## src/rtl/btn_cfg_pkg.sv

```systemverilog
// Shared defaults, hold-FSM state encoding and counter sizing helper for the button conditioner.
// Latency: n/a (package only).
// Backpressure: n/a (package only).
package btn_cfg_pkg;

  // Defaults sized for a 12 MHz system clock
  localparam int unsigned DEF_N_BTN         = 3;
  localparam int unsigned DEF_DB_CYCLES     = 65535;
  localparam int unsigned DEF_HOLD_CYCLES   = 6000000;  // 0.5 s
  localparam int unsigned DEF_REPEAT_CYCLES = 1200000;  // 100 ms

  // Per-channel auto-repeat state
  typedef enum logic [1:0] {
    ST_IDLE   = 2'd0,
    ST_HOLD   = 2'd1,
    ST_REPEAT = 2'd2
  } hold_state_e;

  // Counter width for a count that runs 0..n-1; never narrower than one bit
  function automatic int unsigned cnt_width(input int unsigned n);
    int unsigned w;
    w = $clog2(n);
    if (w < 1) begin
      w = 1;
    end
    return w;
  endfunction

endpackage

```

## src/rtl/btn_channel.sv

```systemverilog
// One button: 2-flop synchroniser, debounce counter, press/release edges and hold/auto-repeat FSM.
// Latency: level/press/release 2+DB_CYCLES cycles after a clean raw edge; evt_pulse one cycle after press/repeat.
// Backpressure: none; pulses are single-cycle strobes and are never held or queued.
module btn_channel
  import btn_cfg_pkg::*;
#(
  parameter int unsigned DB_CYCLES     = DEF_DB_CYCLES,
  parameter int unsigned HOLD_CYCLES   = DEF_HOLD_CYCLES,
  parameter int unsigned REPEAT_CYCLES = DEF_REPEAT_CYCLES
) (
  input  logic clk,
  input  logic rst,
  input  logic btn_in,
  output logic btn_level,
  output logic press_pulse,
  output logic release_pulse,
  output logic repeat_pulse,
  output logic evt_pulse
);

  localparam int unsigned DB_W   = cnt_width(DB_CYCLES);
  localparam int unsigned HOLD_W = cnt_width(HOLD_CYCLES);
  localparam int unsigned REP_W  = cnt_width(REPEAT_CYCLES);

  localparam logic [DB_W-1:0]   DB_LAST   = DB_W'(DB_CYCLES - 1);
  localparam logic [HOLD_W-1:0] HOLD_LAST = HOLD_W'(HOLD_CYCLES - 1);
  localparam logic [REP_W-1:0]  REP_LAST  = REP_W'(REPEAT_CYCLES - 1);

  logic              sync1_q, sync1_d;
  logic              sync2_q, sync2_d;
  logic              level_q, level_d;
  logic [DB_W-1:0]   db_cnt_q, db_cnt_d;
  logic              press_q, press_d;
  logic              release_q, release_d;
  logic              evt_q, evt_d;
  logic              level_rise, level_fall;

  hold_state_e       state_q;
  logic [HOLD_W-1:0] hold_cnt_q;
  logic [REP_W-1:0]  rep_cnt_q;
  logic              repeat_q;

  // Synchroniser, debounce counter and edge strobes: next-state logic
  always_comb begin
    sync1_d  = btn_in;
    sync2_d  = sync1_q;
    level_d  = level_q;
    db_cnt_d = db_cnt_q;

    if (sync2_q == level_q) begin
      // Input agrees with the debounced level: any bounce restarts the count
      db_cnt_d = '0;
    end else if (db_cnt_q == DB_LAST) begin
      level_d  = sync2_q;
      db_cnt_d = '0;
    end else begin
      // Only reached below DB_LAST, so the counter saturates at its terminal value
      db_cnt_d = db_cnt_q + DB_W'(1);
    end

    level_rise = level_d & ~level_q;
    level_fall = ~level_d & level_q;
    press_d    = level_rise;
    release_d  = level_fall;
    evt_d      = press_q | repeat_q;
  end

  // Synchroniser, debounce and edge-strobe registers
  always_ff @(posedge clk or negedge rst) begin
    if (!rst) begin
      sync1_q   <= 1'b0;
      sync2_q   <= 1'b0;
      level_q   <= 1'b0;
      db_cnt_q  <= '0;
      press_q   <= 1'b0;
      release_q <= 1'b0;
      evt_q     <= 1'b0;
    end else begin
      sync1_q   <= sync1_d;
      sync2_q   <= sync2_d;
      level_q   <= level_d;
      db_cnt_q  <= db_cnt_d;
      press_q   <= press_d;
      release_q <= release_d;
      evt_q     <= evt_d;
    end
  end

  // Hold/auto-repeat FSM; a release overrides every state in the same cycle
  always_ff @(posedge clk or negedge rst) begin
    if (!rst) begin
      state_q    <= ST_IDLE;
      hold_cnt_q <= '0;
      rep_cnt_q  <= '0;
      repeat_q   <= 1'b0;
    end else begin
      repeat_q <= 1'b0;
      if (level_fall) begin
        state_q    <= ST_IDLE;
        hold_cnt_q <= '0;
        rep_cnt_q  <= '0;
      end else begin
        case (state_q)
          ST_IDLE: begin
            if (level_rise) begin
              state_q    <= ST_HOLD;
              hold_cnt_q <= '0;
              rep_cnt_q  <= '0;
            end
          end
          ST_HOLD: begin
            if (hold_cnt_q == HOLD_LAST) begin
              // First repeat fires on the HOLD->REPEAT transition itself
              state_q    <= ST_REPEAT;
              hold_cnt_q <= '0;
              rep_cnt_q  <= '0;
              repeat_q   <= 1'b1;
            end else begin
              hold_cnt_q <= hold_cnt_q + HOLD_W'(1);
            end
          end
          ST_REPEAT: begin
            if (rep_cnt_q == REP_LAST) begin
              rep_cnt_q <= '0;
              repeat_q  <= 1'b1;
            end else begin
              rep_cnt_q <= rep_cnt_q + REP_W'(1);
            end
          end
          default: begin
            state_q    <= ST_IDLE;
            hold_cnt_q <= '0;
            rep_cnt_q  <= '0;
          end
        endcase
      end
    end
  end

  assign btn_level     = level_q;
  assign press_pulse   = press_q;
  assign release_pulse = release_q;
  assign repeat_pulse  = repeat_q;
  assign evt_pulse     = evt_q;

endmodule

```

## src/rtl/btn_conditioner.sv

```systemverilog
// N_BTN independent button conditioners: synchronise, debounce, edge pulses and hold auto-repeat.
// Latency: 2+DB_CYCLES cycles raw edge to level/press/release; evt_pulse one further cycle.
// Backpressure: none; all outputs are free-running registered strobes/levels.
module btn_conditioner
  import btn_cfg_pkg::*;
#(
  parameter int unsigned N_BTN         = DEF_N_BTN,
  parameter int unsigned DB_CYCLES     = DEF_DB_CYCLES,
  parameter int unsigned HOLD_CYCLES   = DEF_HOLD_CYCLES,
  parameter int unsigned REPEAT_CYCLES = DEF_REPEAT_CYCLES
) (
  input  logic             clk,
  input  logic             rst,
  input  logic [N_BTN-1:0] btn_in,
  output logic [N_BTN-1:0] btn_level,
  output logic [N_BTN-1:0] press_pulse,
  output logic [N_BTN-1:0] release_pulse,
  output logic [N_BTN-1:0] repeat_pulse,
  output logic [N_BTN-1:0] evt_pulse
);

  // One fully independent channel per button bit
  for (genvar i = 0; i < N_BTN; i++) begin : g_chan
    btn_channel #(
      .DB_CYCLES    (DB_CYCLES),
      .HOLD_CYCLES  (HOLD_CYCLES),
      .REPEAT_CYCLES(REPEAT_CYCLES)
    ) u_chan (
      .clk          (clk),
      .rst          (rst),
      .btn_in       (btn_in[i]),
      .btn_level    (btn_level[i]),
      .press_pulse  (press_pulse[i]),
      .release_pulse(release_pulse[i]),
      .repeat_pulse (repeat_pulse[i]),
      .evt_pulse    (evt_pulse[i])
    );
  end

endmodule

```

## config.mk

```make
export PLATFORM = sky130hd
export DESIGN_NAME = btn_conditioner
export DESIGN_NICKNAME = d
export VERILOG_FILES = /design/src/rtl/btn_cfg_pkg.sv /design/src/rtl/btn_channel.sv /design/src/rtl/btn_conditioner.sv
export SDC_FILE = /design/constraint.sdc
export NUM_CORES = 1
export LEC_CHECK = 0
export ABC_AREA = 0
export CAP_MARGIN = 20
export CORE_MARGIN = 2
export CORE_UTILIZATION = 50
export DETAILED_ROUTE_END_ITERATION = 8
export PLACE_DENSITY_LB_ADDON = 0.25
export SLEW_MARGIN = 20
export SYNTH_ARGS = -nofsm -noshare
export SYNTH_HDL_FRONTEND = slang
export SYNTH_HIERARCHICAL = 1
export SYNTH_SLANG_ARGS = --single-unit
```

## constraint.sdc

```tcl
create_clock -name clk -period 3.46 [get_ports clk]
set_input_delay 0.865 -clock clk [delete_from_list [all_inputs] [get_ports clk]]
set_output_delay 0.865 -clock clk [all_outputs]
set_load 0.05 [all_outputs]
```

==> impl_metrics.json <==
{
  "cts_buffer_depth": 3,
  "async_reset_ff_frac": 1.00,
  "holdWs_ps": 327,
  "status": "completed",
  "hold_violations": 0,
  "drt_first_pass_iters": 7,
  "via_per_inst": 5.88,
  "routedWlPerCell_um": 15.8,
  "p_int_mw": 4.04,
  "ys_seq_elements": 207,
  "pwr-share-clk": 0.502,
  "synth_flop_cell": "dfrtp_1",
  "power_density_mw_per_mm2": 401,
  "ir_worst_vdd_v": 0.000392,
  "antenna_found_initial": 0,
  "fin_setup_tns_ps": 0,
  "final_cell_mix": "dfrtp_1, nor2_1, o21ai_0",
  "pwr-share-comb": 0.017,
  "synthTopCellsByArea": "dfrtp_1, nor2_1, ha_1",
  "track_usage": 0.200,
  "setup_ws_ps": 196,
  "crit_path_end_kind": "register",
  "place_ws_ps": 206,
  "nets": 1233,
  "min_period_over_period": 0.943,
  "root_buffer": "clkbuf_16",
  "avgSynthCellArea_sq_um": 9.77,
  "post-route-drc-count": 0,
  "cp_data_arrival_time_ps": 3710,
  "port_buffers": 19,
  "critPathLaunchType": "register",
  "drv_slew": 0,
  "grt.overflow.total": 0,
  "p_switching_mw": 1.05,
  "first_global_vias": 8576,
  "cts_sinks": 207,
  "yosys.area.top_type": "dfrtp_1",
  "p_leak_nw": 5.58,
  "yosysUniqueCellTypes": 85,
  "swShare": 0.207,
  "drive_above_1_share": 0.0884,
  "place_congestion": 0.849,
  "final_common_cell": "dfrtp_1",
  "place_area_sq_mm": 0.0119,
  "seq_area_frac_synth": 0.454,
  "finalSetupViolCount": 0,
  "skew_ps": 11.2,
  "postCtsSetupBuffers": 0,
  "r2r_start": "g_chan[2].u_chan/db_cnt_q[2]",
  "ant_nets": 0,
  "cts-htree-levels": 1,
  "routed_wl_um": 23600,
  "die_w_um": 155,
  "start_util": 0.507,
  "cts_hold_repair.buffers": 0,
  "final_area_sq_mm": 0.0127,
  "drt_iter0_drc": 481,
  "cts_tree": "yes",
  "num_vias": 8793,
  "synth_edf_count": 0,
  "antennaDiodeCount": 0,
  "grt_pass1_wl_um": 41100,
  "coreArea_sq_mm": 0.0225,
  "dieArea_sq_mm": 0.0240,
  "netlist_instances": 1167,
  "syn_area_sq_mm": 0.0114,
  "cts_buffers": 24,
  "tightestPinTransition_ps": 1020,
  "required_ps": 3910,
  "maxSlewHeadroom": 0.317,
  "path_clk_slew_ps": 50,
  "period_minus_slack_ps": 3260,
  "cp_max_fo": 10,
  "area_delta_synth_final_pct": 11.2,
  "dp_hpwl_um": 15600,
  "power_frac_seq": 0.481,
  "rsz0062_at_grt": "false",
  "min_path_type": "primary input to asynchronous set/reset pin",
  "die_y_um": 155,
  "placementRows": 55,
  "maxCapViolCount": 0,
  "worst-setup-path-type": "register to register",
  "fillers": 1950,
  "fmax_mhz": 306,
  "synth_top_area_frac": 0.454,
  "clk_latency_ps": 520,
  "io_pins": 20,
  "syn_nets": 1205,
  "grt_max_degree": 80,
  "startpoint": "g_chan[2].u_chan/db_cnt_q[2]",
  "yosysWarnings": 6
}
-- per-stage QoR --
stage / instances / util / total power [mW]
5_1_grt: 1495 / 0.563 / 5.27
3_3_place_gp: 1454 / 0.527 / 2.58
4_1_cts: 1495 / 0.563 / 5.16
6_report: 1495 / 0.563 / 5.09
3_5_place_dp: 1454 / 0.527 / 2.58
2_1_floorplan: 1167 / - / 2.51
-- worst paths after layout --
check,to,slack [ps],depth (start not counted)
min in group clk,g_chan[1].u_chan/sync2_q,360,0
max in group asynchronous,g_chan[1].u_chan/db_cnt_q[14],2310,2
max reg2reg,g_chan[2].u_chan/rep_cnt_q[14],200,12
min reg2reg,g_chan[1].u_chan/sync2_q,360,0
min,g_chan[0].u_chan/db_cnt_q[11],330,1
max,g_chan[2].u_chan/rep_cnt_q[14],200,12
-- flip-flops by register name (all words and copies together), names as in the netlist --
name	count
g_chan.u_chan/sync2_q	3
g_chan.u_chan/sync1_q	3
g_chan.u_chan/btn_level	3
g_chan.u_chan/press_pulse	3
g_chan.u_chan/rep_cnt_q	63
g_chan.u_chan/repeat_pulse	3
g_chan.u_chan/hold_cnt_q	69
g_chan.u_chan/evt_pulse	3
g_chan.u_chan/release_pulse	3
g_chan.u_chan/state_q	6
g_chan.u_chan/db_cnt_q	48
-- worst max-delay path, stage by stage, from the launching register on --
cell and delay, ps:
dfrtp_1 410, and4_1 250, and3_1 200, nand4_1 160, nor2_1 200, mux2_2 380
ha_1 300, nand2_1 160, nor3b_4 260, a31oi_2 140, nor2_2 400, buf_4 210
a22o_1 130
-- metal layers --
layer,part of all wire,up-vias,track usage
li1,-,4322,-
met1,0.48,4299,0.281
met2,0.47,137,0.332
met3,0.036,35,0.0298
met4,0.017,0,0.0432
met5,0,-,0
-- synthesized netlist by cell type (30+ instances only) --
cell type	n
dfrtp_1	207
nor2_1	126
o21ai_0	79
nand2_1	72
nand3_1	64
and3_1	51
a22o_1	45
xor2_1	44
nand4_1	41
nor3_1	37
ha_1	33
xnor2_1	33
inv_1	30
nor2b_1	30
-- final cells by class --
class                   count  area (sq um)  share of cell area
flip-flops and latches    207          5180               0.409
clock buffers              35           683              0.0539
inverters                  30           113             0.00888
repair buffers             37           343              0.0270
clock inverters             6           108             0.00849
multi-input cells         895          5900               0.465
well taps                 285           357              0.0281
-- repair_timing --
| action | 4_1_cts | 5_1_grt |
|---|---|---|
| endpoints found under the setup margin | 0 | 22 |
| resized for setup | 0 | 3 |
| endpoints found under the hold margin | 0 | 0 |
-- power by group through the flow --
stage	Combinational [mW]	Sequential [mW]	Clock, mW
2_1_floorplan	0.0262	2.49	0
3_3_place_gp	0.0922	2.49	0
3_5_place_dp	0.0931	2.49	0
4_1_cts	0.0938	2.45	2.62
5_1_grt	0.105	2.45	2.72
6_report	0.0880	2.45	2.55
-- kinds of logic after synthesis --
family / share of synthesized area
simple gates: 0.285
compound gates: 0.125
flops: 0.454
xor+xnor: 0.0592
buf+inv: 0.0301
fa+ha+maj: 0.0362
mux: 0.0101
Power figures use the tool's default switching activity.
